$ cat src/rtl/user_ram_ctrl.sv
// CPU valid/ready memory port to single-port user RAM bridge.
// Multi-cycle reads; sub-word writes become read-modify-write on the word store.
module user_ram_ctrl #(
  parameter int          ADDR_BIT   = 8,
  parameter logic [31:0] BASE_ADDR  = 32'h0400_0000,
  parameter int          RD_LATENCY = 4
) (
  input  logic                clk_i,
  input  logic                rst_i,
  input  logic                mem_valid_i,
  input  logic [31:0]         mem_addr_i,
  input  logic [31:0]         mem_wdata_i,
  input  logic [3:0]          mem_wstrb_i,
  output logic                mem_ready_o,
  output logic [31:0]         mem_rdata_o,
  output logic                ram_wr_en_o,
  output logic                ram_rd_en_o,
  output logic [ADDR_BIT-1:0] ram_addr_o,
  output logic [31:0]         ram_di_o,
  input  logic [31:0]         ram_do_i
);

  typedef enum logic [2:0] {
    IDLE,
    WRITE,
    RD_WAIT,
    MERGE,
    RESP
  } state_t;

  state_t      state_q;
  state_t      state_d;
  logic [3:0]  cnt_q;
  logic [31:0] wdata_q;
  logic [3:0]  wstrb_q;
  logic [31:0] old_word_q;
  logic [31:0] merged;
  logic        sel;
  logic        accept;
  logic        addr_lsb_unused;

  assign addr_lsb_unused = ^mem_addr_i[1:0];
  assign sel    = (mem_addr_i[31:ADDR_BIT+2] == BASE_ADDR[31:ADDR_BIT+2]);
  assign accept = (state_q == IDLE) && mem_valid_i && sel;

  // The word read back during RD_WAIT doubles as the CPU read data and the merge source.
  assign mem_rdata_o = old_word_q;

  always_comb begin
    merged = old_word_q;
    for (int b = 0; b < 4; b++) begin
      if (wstrb_q[b]) merged[8*b +: 8] = wdata_q[8*b +: 8];
    end
  end

  always_comb begin
    state_d     = state_q;
    ram_wr_en_o = 1'b0;
    ram_rd_en_o = 1'b0;
    ram_di_o    = 32'h0;
    mem_ready_o = 1'b0;
    case (state_q)
      IDLE: begin
        if (accept) state_d = (mem_wstrb_i == 4'hF) ? WRITE : RD_WAIT;
      end
      WRITE: begin
        ram_wr_en_o = 1'b1;
        ram_di_o    = wdata_q;
        state_d     = RESP;
      end
      RD_WAIT: begin
        ram_rd_en_o = 1'b1;
        if (cnt_q == 4'd1) state_d = (wstrb_q == 4'h0) ? RESP : MERGE;
      end
      MERGE: begin
        ram_wr_en_o = 1'b1;
        ram_di_o    = merged;
        state_d     = RESP;
      end
      RESP: begin
        mem_ready_o = 1'b1;
        state_d     = IDLE;
      end
      default: state_d = IDLE;
    endcase
  end

  // Request fields are latched once at acceptance so the bus is free to change afterwards.
  always_ff @(posedge clk_i or negedge rst_i) begin
    if (!rst_i) begin
      state_q    <= IDLE;
      cnt_q      <= 4'd0;
      ram_addr_o <= '0;
      wdata_q    <= 32'h0;
      wstrb_q    <= 4'h0;
      old_word_q <= 32'h0;
    end else begin
      state_q <= state_d;
      if (accept) begin
        ram_addr_o <= mem_addr_i[ADDR_BIT+1:2];
        wdata_q    <= mem_wdata_i;
        wstrb_q    <= mem_wstrb_i;
        cnt_q      <= 4'(RD_LATENCY);
      end else if (state_q == RD_WAIT) begin
        cnt_q <= cnt_q - 4'd1;
        if (cnt_q == 4'd1) old_word_q <= ram_do_i;
      end
    end
  end

endmodule
$ cat config.mk
export PLATFORM = sky130hd
export DESIGN_NAME = user_ram_ctrl
export DESIGN_NICKNAME = d
export VERILOG_FILES = /design/src/rtl/user_ram_ctrl.sv
export SDC_FILE = /design/constraint.sdc
export NUM_CORES = 1
export LEC_CHECK = 0
export CORE_ASPECT_RATIO = 1.25
export CORE_UTILIZATION = 42
export DETAILED_ROUTE_END_ITERATION = 7
export PLACE_DENSITY = 0.83
export SETUP_SLACK_MARGIN = 0.4
export SYNTH_ARGS = -nofsm -noshare
export SYNTH_HDL_FRONTEND = slang
export SYNTH_SLANG_ARGS = --single-unit
export TNS_END_PERCENT = 5
$ cat constraint.sdc
create_clock -name clk_i -period 2.4 [get_ports clk_i]
set_input_delay 0.36 -clock clk_i [delete_from_list [all_inputs] [get_ports clk_i]]
set_output_delay 0.36 -clock clk_i [all_outputs]
set_load 0.02 [all_outputs]
**Word-level counts from Yosys, hierarchy flattened**

Index checks and enable logic that the tools add are counted.

- Bits in registers: 83
- Bits in latches: 0
- Memory bits (writable): 0
- ROM bits: 0
- Word-level logic and storage cells: 40
- Memories kept: 0

- $add $sub $neg: 1
- Multipliers: 0
- Divide/modulo/power cells: 0
- $lt $le $gt $ge: 0
- Eq/ne operators: 9
- Shift-type cells: 0
- Muxes and demuxes: 15
- Bitwise operators: 1
- Reduce and logical (&&, ||, !) cells: 8

Operators by type and width:

| kind | number |
|---|---|
| 32-bit one-hot mux with 2 select lines | 1 |
| 8-bit 2-to-1 mux | 4 |
| 22-bit by 17-bit equality test with 1-bit output, second input constant | 1 |
| 3-bit 2-to-1 mux | 3 |
| 3-bit one-hot mux with 3 select lines | 1 |
| 4-bit 2-to-1 mux | 2 |
| 3-bit by 2-bit equality test with 1-bit output, second input constant | 2 |
| 4-bit by 1-bit equality test with 1-bit output, second input constant | 1 |
| 4-bit equality test, second input constant | 1 |
| 4-bit zero test | 1 |
| 2-bit inequality test, second input constant | 2 |
| 4-bit by 1-bit subtractor with 4-bit output, second input constant | 1 |
| 3-bit by 1-bit equality test with 1-bit output, second input constant | 1 |
| 3-bit equality test, second input constant | 1 |
| 3-bit zero test | 1 |
| 1-bit 2-to-1 mux | 3 |
| 3-bit AND reduction | 1 |
| 1-bit logical AND | 2 |
| 2-bit 2-to-1 mux | 1 |
| 2-bit AND reduction | 1 |
| 2-bit nonzero test | 1 |
| 2-bit OR reduction | 1 |
| 1-bit NOT | 1 |

**Logic depth before layout (Yosys ltp)**

Gate-level depths: netlist of the first run.

- Word-level depth: 5
- Depth in mapped cells: 7
- Mapped depth without buffers: 6

**Least setup slack after synthesis of the first run**

OpenSTA, ideal clock, no wires.

- Path kind: register to register
- From: register state_q[2]
- To: register ram_addr_o[0]
- Setup time: 0.127 ns
- Data arrival time: 1.585 ns
- Required time: 2.273 ns
- Slack: 0.688 ns
- Stages on the path, launching flop included: 7
- Buffers on the path: 2
- Clock period less this slack: 1.712 ns
- Cells stage by stage: dfrtp_1 nor4b_1 nand3_1 nor2_2 buf_6 buf_6 mux2_1

- Cells in the longest elaborated chain, start to end: 3

Ends and longest elaborated chain:

| item | line | text |
|---|---|---|
| start, declared | 31 | `state_t state_q;` |
| start signal, assigned | 98 | `state_q <= state_d;` |
| 3-bit zero test | 44 | `assign accept = (state_q == IDLE) && mem_valid_i && sel;` |
| 1-bit logical AND (2 in series) | 44 |  |
| end signal, assigned | 100 | `ram_addr_o <= mem_addr_i[ADDR_BIT+1:2];` |
| end, declared | 18 | `output logic [ADDR_BIT-1:0] ram_addr_o,` |

Every way passes these cells.
A chain may end at the register's enable or synchronous reset.

**Worst setup path after layout of the first run**

- From: register state_q[1]
- To: output port ram_di_o[3]

- Cells in the longest elaborated chain, start to end: 2

Ends and longest elaborated chain:

| item | line | text |
|---|---|---|
| 3-bit by 2-bit equality test with 1-bit output / 3-bit by 1-bit equality test with 1-bit output (equally long branches) | 62 | `case (state_q)` |
| 32-bit one-hot mux with 2 select lines * | 62 |  |
| end, declared | 19 | `output logic [31:0] ram_di_o,` |

Every way passes the cells marked *; elsewhere a longest branch is shown, timed or not.

==> metrics.log, run 1 <==
INFO  metric register_area = 2080 sq um
INFO  metric hold_viol = 0
INFO  metric grt_pass1_vias = ~3,300
INFO  metric top_cell_type_by_total_area_after_synthesis = dfrtp_1
INFO  metric final.period_utilization = 0.872
INFO  metric place_congestion = around 0.76
INFO  metric fillerInstances = roughly 750
INFO  metric grt_max_degree = 45
INFO  metric routed_wirelength = ~10 mm
INFO  metric cts.sink_count = 83
INFO  metric combined_area_of_the_multi_input_logic_cells = 1730 sq um
INFO  metric setup_repair_after_global_routing_missed_its_margin = yes
INFO  metric whs = roughly 0.022 ns
INFO  metric syn2layout_area_growth = 52.7%
INFO  metric clock_insertion_delay_worst_skew = between 0.3 and 0.4 ns
INFO  metric cts-buffers-inserted = 9
INFO  metric total_neg_setup_slack = 0 ns
INFO  metric report.final.setup_viol = 0
INFO  metric power_density = 518 nW/um^2
INFO  metric coreArea = 9170 sq um
INFO  metric yosysSeqAreaShare = 0.522
INFO  metric drt-wirelength-per-cell = around 17 microns
INFO  metric cp_data_arrival_time = between 1.5 and 2 ns
INFO  metric yosysWarnings = 0
INFO  metric global_route.overflow_total = 0
INFO  metric clock_tree.root_cell = clkbuf_16
INFO  metric worst_slew_margin_rel = 0.616
INFO  metric fp-row-count = 39
INFO  metric die_y = 111 microns
INFO  metric aggregate_global_route_resource_usage = 0.212
INFO  metric timing.fmax = roughly 480 MHz
INFO  metric antenna_found_initial = 0
INFO  metric drt_first_pass_iters = 4
INFO  metric tightestPinTransition = between 0.5 and 0.6 ns
INFO  metric grt_first_pass_wirelength = roughly 16 mm
INFO  metric timing.final.crit_period = about 2.1 ns
INFO  metric synth.top_cells.by_area = dfrtp_1, mux2_4, mux2_2
INFO  metric routed_antenna_nets = 0
INFO  metric insertedDiodeCount = 0
INFO  metric finalClockSkew = between 0.004 and 0.005 ns
INFO  metric worstHoldPathType = in -> async
INFO  metric run_status = complete, no violations
INFO  metric drt-initial-drc-count = ~100
INFO  metric dp_hpwl = about 7 mm
INFO  metric synth-seq-cells = 83
INFO  metric clk_path_buf_depth = 2
INFO  metric synth.net_count = roughly 400
INFO  metric portBuffers = 175
INFO  metric detail_route.vias_per_cell = roughly 5
INFO  metric layout.nets = approximately 570
INFO  metric cap_violations = 0
INFO  metric htree_num_levels = 3
INFO  metric syn_area_per_cell = 13.9 sq um
INFO  metric critPathCaptureType = primary output
INFO  metric critPathKind = reg -> out
INFO  metric yosysTopAreaCellShare = 0.522
INFO  metric maxSlewViolCount = 0
INFO  metric synthCells = between 200 and 300
INFO  metric synth_cell_type_count = 37
INFO  metric floorplan.die.width = between 80 and 90 microns
INFO  metric irDropWorstVdd = just over 0.0004 V
INFO  metric drt_drc_violations_left = 0
INFO  metric cp.required = about 2 ns
INFO  metric worst-path-max-fanout = 8
INFO  metric cts_tree = yes
INFO  metric cts.clk_slew.worst_paths = roughly 0.06 ns
INFO  metric critPathLaunchType = flop
INFO  metric layout-drive-gt1-share = 0.195
INFO  metric die_area = a little under 10,000 sq um
INFO  metric mappedNetlistArea = 3980 sq um
INFO  metric floorplan.initialDensity = 0.434
INFO  metric floorplan.io_pins = ~180
INFO  metric p_leak = 3.11 nW
INFO  metric detailroute.via_count = roughly 2,900
[cells in the mapped netlist]
| cell | n |
|---|---|
| buf_4 | 3 |
| or2b_1 | 4 |
| nor3_1 | 1 |
| clkbuf_1 | 4 |
| o32ai_1 | 1 |
| inv_1 | 3 |
| a21oi_1 | 1 |
| clkinv_4 | 1 |
| dfrtp_1 | 83 |
| nand4_1 | 2 |
| o32a_1 | 1 |
| mux2_4 | 30 |
| a2bb2oi_1 | 1 |
| ha_1 | 2 |
| nor4_1 | 6 |
| o22ai_1 | 1 |
| xnor2_1 | 1 |
| o211ai_1 | 1 |
| o21ai_0 | 2 |
| buf_6 | 4 |
| and2_1 | 1 |
| mux2_1 | 16 |
| nor2_2 | 1 |
| mux2i_1 | 32 |
| buf_2 | 4 |
| nand2_8 | 1 |
| nand2_1 | 2 |
| buf_12 | 3 |
| or3b_1 | 1 |
| nand3_1 | 1 |
| o311a_1 | 1 |
| nor4b_1 | 2 |
| nor3b_4 | 1 |
| mux2_2 | 30 |
| xor2_1 | 1 |
| nor2_1 | 37 |
| nand2b_1 | 1 |
[kinds of logic (layout without fill, tap and decap cells)]
group	after synthesis	after routing	synth area share
adder cells (fa/ha/maj)	2	2	0.00629
flip-flops	83	83	0.522
AO/OA/AOI/OAI	9	9	0.0167
XOR/XNOR	2	2	0.00440
AND/OR/NAND/NOR	61	61	0.0805
buffers and inverters	22	202	0.0459
multiplexers	108	108	0.324
[worst max-delay path, stage by stage, from the launching register on]
cell and delay, ns:
dfrtp_1 0.39, or2b_1 0.24, buf_4 0.19, mux2i_1 0.13, nor2_1 0.10, dlygate4sd2_1 0.35
[metrics by stage]
stage	setup WS [ns]	cell area (sq um)	cells	util	power [mW]
5_1_grt	0.223	6070	590	0.662	3.26
2_1_floorplan	0.688	3980	287	-	1.55
4_1_cts	0.165	6070	590	0.662	3.19
3_3_place_gp	0.155	5810	575	0.633	1.80
3_5_place_dp	0.133	5810	575	0.633	1.81
6_report	0.307	6070	590	0.662	3.14
[state kept, by name (all words and copies together) (netlist names)]
| signal | flops |
|---|---|
| mem_rdata_o | 32 |
| ram_addr_o | 8 |
| cnt_q | 4 |
| wstrb_q | 4 |
| state_q | 3 |
| wdata_q | 32 |
[timing repair]
item,CTS,global route
buffers inserted,0,0
endpoints found under the setup margin,35,79
hold buffers,0,0
gates resized for setup,40,9
[cell usage in the layout (no fill, tap or decap), types with 2 or more instances in the layout]
master	n
or2b_4	3
mux2_4	30
dlygate4sd2_1	32
ha_1	2
buf_12	2
clkdlybuf4s50_1	139
clkbuf_1	2
mux2i_1	32
nor4_1	6
mux2_2	30
dfrtp_1	83
clkbuf_8	2
mux2_1	16
nand4_1	2
o21ai_0	2
nor4b_1	2
buf_4	9
clkbuf_16	9
nor2_1	37
inv_1	3
nand2_1	2
[per-layer routing]
layer  GRT usage  part of all wire  up-vias
li1            -                 -     1362
met1       0.246              0.40     1461
met2       0.376              0.52      103
met3      0.0484             0.062       14
met4      0.0709             0.016        0
met5           0                 0        -
[where the power goes]
| group | leakage (nW) | switching (mW) | total, mW | internal [mW] |
|---|---|---|---|---|
| clock | 0.146 | 0.503 | 1.36 | 0.855 |
| sequential | 1.06 | 0.0238 | 1.45 | 1.43 |
| combinational | 1.90 | 0.106 | 0.333 | 0.227 |
[worst paths after layout]
kind                             startpoint           to  slack [ns]  cells after the start
worst max-delay path             state_q[1]  ram_di_o[3]        0.31                      5
worst min-delay path                  rst_i  wdata_q[11]        0.02                      1
worst max register to register   state_q[1]  wdata_q[23]        0.43                      6
worst min register to register  wdata_q[29]  wdata_q[29]        0.49                      1
max in group asynchronous             rst_i  wdata_q[30]        1.75                      2
min in group clk_i              wdata_q[29]  wdata_q[29]        0.49                      1
[layout make-up]
type                    instances  share of cell area
multi-input cells             182               0.286
repair buffers                183               0.295
clock inverters                 2             0.00577
well taps                     123              0.0253
clock buffers                  13              0.0429
flip-flops and latches         83               0.342
inverters                       4             0.00330
No activity file was read; power rests on OpenSTA's default activity.
==> run 2, diff against run 1 <==
--- a/config.mk
+++ b/config.mk
@@ -8,6 +8,7 @@
 export CORE_ASPECT_RATIO = 1.25
 export CORE_UTILIZATION = 42
 export DETAILED_ROUTE_END_ITERATION = 7
+export GPL_TIMING_DRIVEN = 1
 export PLACE_DENSITY = 0.83
 export SETUP_SLACK_MARGIN = 0.4
 export SYNTH_ARGS = -nofsm -noshare
==> results of run 2 <==
Same layout as run 1: the final DEF is identical, and so are final timing and power.
==> run 3, diff against run 2 <==
--- a/config.mk
+++ b/config.mk
@@ -9,6 +9,7 @@
 export CORE_UTILIZATION = 42
 export DETAILED_ROUTE_END_ITERATION = 7
 export GPL_TIMING_DRIVEN = 1
+export MAX_ROUTING_LAYER = met4
 export PLACE_DENSITY = 0.83
 export SETUP_SLACK_MARGIN = 0.4
 export SYNTH_ARGS = -nofsm -noshare
==> metrics.log, run 3 (synthesis results as in run 1) <==
INFO  metric run_status = complete, no violations (unchanged)
INFO  metric power_frac_clock = 0.432 (about the same)
INFO  metric cts.clk_slew.worst_paths = 0.06 ns (about the same)
INFO  metric die_y = 111 microns (unchanged)
INFO  metric layout-drive-gt1-share = 0.195 (unchanged)
INFO  metric power_density = 517 nW/um^2 (was 518 nW/um^2)
INFO  metric die_area = 9870 sq um (unchanged)
INFO  metric worst-path-max-fanout = 8 (unchanged)
INFO  metric p_sw = 630 uW (was 633 uW)
INFO  metric detailroute.via_count = 2,939 (was 2,940)
INFO  metric hold_viol = 0 (unchanged)
INFO  metric register_area = 2080 sq um (unchanged)
INFO  metric critPathKind = reg -> out (unchanged)
INFO  metric cts.hold.buffers_added = 0 (unchanged)
INFO  metric fp-row-count = 39 (unchanged)
INFO  metric clk_path_buf_depth = 2 (unchanged)
INFO  metric finalClockSkew = 0.00425 ns (was 0.00423 ns)
INFO  metric cpPeakStageDelay = 0.39 ns (about the same)
INFO  metric whs = 0.0234 ns (was 0.0219 ns)
INFO  metric cp_data_arrival_time = 1.73 ns (about the same)
INFO  metric internal-power = 2.51 mW (about the same)
INFO  metric p_leak = 3.11 nW (unchanged)
INFO  metric report.final.setup_viol = 0 (unchanged)
INFO  metric resized_cells_post_cts = 40 (unchanged)
INFO  metric final.period_utilization = 0.871 (was 0.872)
INFO  metric routed_wirelength = 9.76 mm (was 9.74 mm)
INFO  metric cts_tree = yes (unchanged)
INFO  metric routed_antenna_nets = 0 (unchanged)
INFO  metric insertedDiodeCount = 0 (unchanged)
INFO  metric minimum_setup_slack_after_placement = 0.133 ns (unchanged)
INFO  metric syn2layout_area_growth = 52.7% (unchanged)
INFO  metric mostFrequentLayoutCells = clkdlybuf4s50_1, dfrtp_1, nor2_1 (unchanged)
INFO  metric layout.nets = 568 (unchanged)
INFO  metric worst_slew_margin_rel = 0.616 (about the same)
INFO  metric irDropWorstVdd = 0.000414 V (about the same)
INFO  metric drt-wirelength-per-cell = 16.5 microns (about the same)
INFO  metric htree_num_levels = 3 (unchanged)
INFO  metric maxSlewViolCount = 0 (unchanged)
INFO  metric power_switching_share = 0.201 (about the same)
INFO  metric setup_repair_after_global_routing_missed_its_margin = yes (unchanged)
INFO  metric grt_first_pass_wirelength = 15.9 mm (was 16.0 mm)
INFO  metric cap_violations = 0 (unchanged)
INFO  metric grt_pass1_vias = 3,270 (was 3,264)
INFO  metric total_neg_setup_slack = 0 ns (unchanged)
INFO  metric critPathCaptureType = primary output (unchanged)
INFO  metric coreArea = 9170 sq um (unchanged)
INFO  metric combined_area_of_the_multi_input_logic_cells = 1730 sq um (unchanged)
INFO  metric aggregate_global_route_resource_usage = 0.217 (was 0.212)
INFO  metric grt_max_degree = 45 (unchanged)
INFO  metric place_congestion = 0.773 (was 0.763)
INFO  metric cpMaxStageDelayCell = dfrtp_1 (unchanged)
INFO  metric drt_drc_violations_left = 0 (unchanged)
INFO  metric global_route.overflow_total = 0 (unchanged)
INFO  metric timing.critical_path.max_delay_family = buffers and inverters (unchanged)
INFO  metric comb_power_share = 0.106 (about the same)
INFO  metric timing.fmax = 478 MHz (about the same)
INFO  metric antenna_found_initial = 0 (unchanged)
INFO  metric dp_hpwl = 7.00 mm (unchanged)
INFO  metric path_buf_inv = 2 (unchanged)
INFO  metric drt_first_pass_iters = 4 (unchanged)
INFO  metric drt-initial-drc-count = 107 (was 101)
INFO  metric final_critical_path_setup_slack = 0.309 ns (was 0.307 ns)
INFO  metric cts.sink_count = 83 (unchanged)
INFO  metric portBuffers = 175 (unchanged)
INFO  metric share_seq_of_total_power = 0.462 (about the same)
INFO  metric mostFrequentLayoutCell = clkdlybuf4s50_1 (unchanged)
INFO  metric floorplan.initialDensity = 0.434 (unchanged)
INFO  metric cp.required = 2.04 ns (about the same)
INFO  metric tightestPinTransition = 0.576 ns (about the same)
INFO  metric worstHoldPathType = in -> async (unchanged)
INFO  metric critical_path.cell_chain = or2b_1, buf_4, mux2i_1, nor2_1, dlygate4sd2_1 (unchanged)
INFO  metric cts-buffers-inserted = 9 (unchanged)
INFO  metric timing.final.crit_period = 2.09 ns (about the same)
INFO  metric clock_insertion_delay_worst_skew = 0.33 ns (about the same)
INFO  metric floorplan.die.width = 89.0 microns (unchanged)
INFO  metric buffer_count_from_post_cts_setup_fixing = 0 (unchanged)
INFO  metric floorplan.io_pins = 178 (unchanged)
INFO  metric fillerInstances = 747 (unchanged)
INFO  metric detail_route.vias_per_cell = 4.98 (about the same)
INFO  metric critPathLaunchType = flop (unchanged)
INFO  metric clock_tree.root_cell = clkbuf_16 (unchanged)
[run 3: cell counts in the layout (fill, tap and decap cells not counted)]
Identical to the previous run, type by type.
[run 3: final cells by class]
class | count | share of cell area
multi-input combinational | 182 | 0.286
sequential | 83 | 0.342
tap | 123 | 0.0253
clock buffer | 13 | 0.0429
inverter | 4 | 0.00330
clock inverter | 2 | 0.00577
timing repair buffer | 183 | 0.295
[run 3: path summary, 6_finish.rpt]
check / depth (start not counted) / slack, ns / start / to
worst max-delay path: 5 / 0.31 / state_q[1] / ram_di_o[3]
worst min-delay path: 1 / 0.02 / rst_i / wdata_q[11]
worst max register to register: 6 / 0.43 / state_q[1] / wdata_q[23]
worst min register to register: 1 / 0.49 / ram_addr_o[3] / ram_addr_o[3]
max in group asynchronous: 2 / 1.75 / rst_i / mem_rdata_o[9]
min in group clk_i: 1 / 0.49 / ram_addr_o[3] / ram_addr_o[3]
[run 3: stage by stage]
step	util	total power [mW]	cells	instance area, sq um
2_1_floorplan	-	1.55	287	3980
3_3_place_gp	0.633	1.80	575	5810
3_5_place_dp	0.633	1.81	575	5810
4_1_cts	0.662	3.19	590	6070
5_1_grt	0.662	3.26	590	6070
6_report	0.662	3.14	590	6070
[run 3: power groups by stage]
stage / Sequential (mW) / Combinational, mW / Clock (mW)
2_1_floorplan: 1.51 / 0.0439 / 0
6_report: 1.45 / 0.333 / 1.36
3_3_place_gp: 1.47 / 0.330 / 0
4_1_cts: 1.45 / 0.338 / 1.40
3_5_place_dp: 1.48 / 0.335 / 0
5_1_grt: 1.45 / 0.354 / 1.45
[run 3: per-layer routing]
layer | vias to the layer above | GRT usage | part of all wire
met2 | 103 | 0.376 | 0.52
li1 | 1359 | - | -
met3 | 13 | 0.0387 | 0.054
met4 | 0 | 0.0709 | 0.014
met1 | 1464 | 0.252 | 0.41
met5 | - | - | 0
[run 3: worst register-to-register path, cell delays in order, from the launching register on]
cell and delay [ns]:
dfrtp_1 0.41, buf_4 0.17, nor2_1 0.22, nand4_1 0.24, nor2_4 0.20, buf_12 0.23, mux2_2 0.40
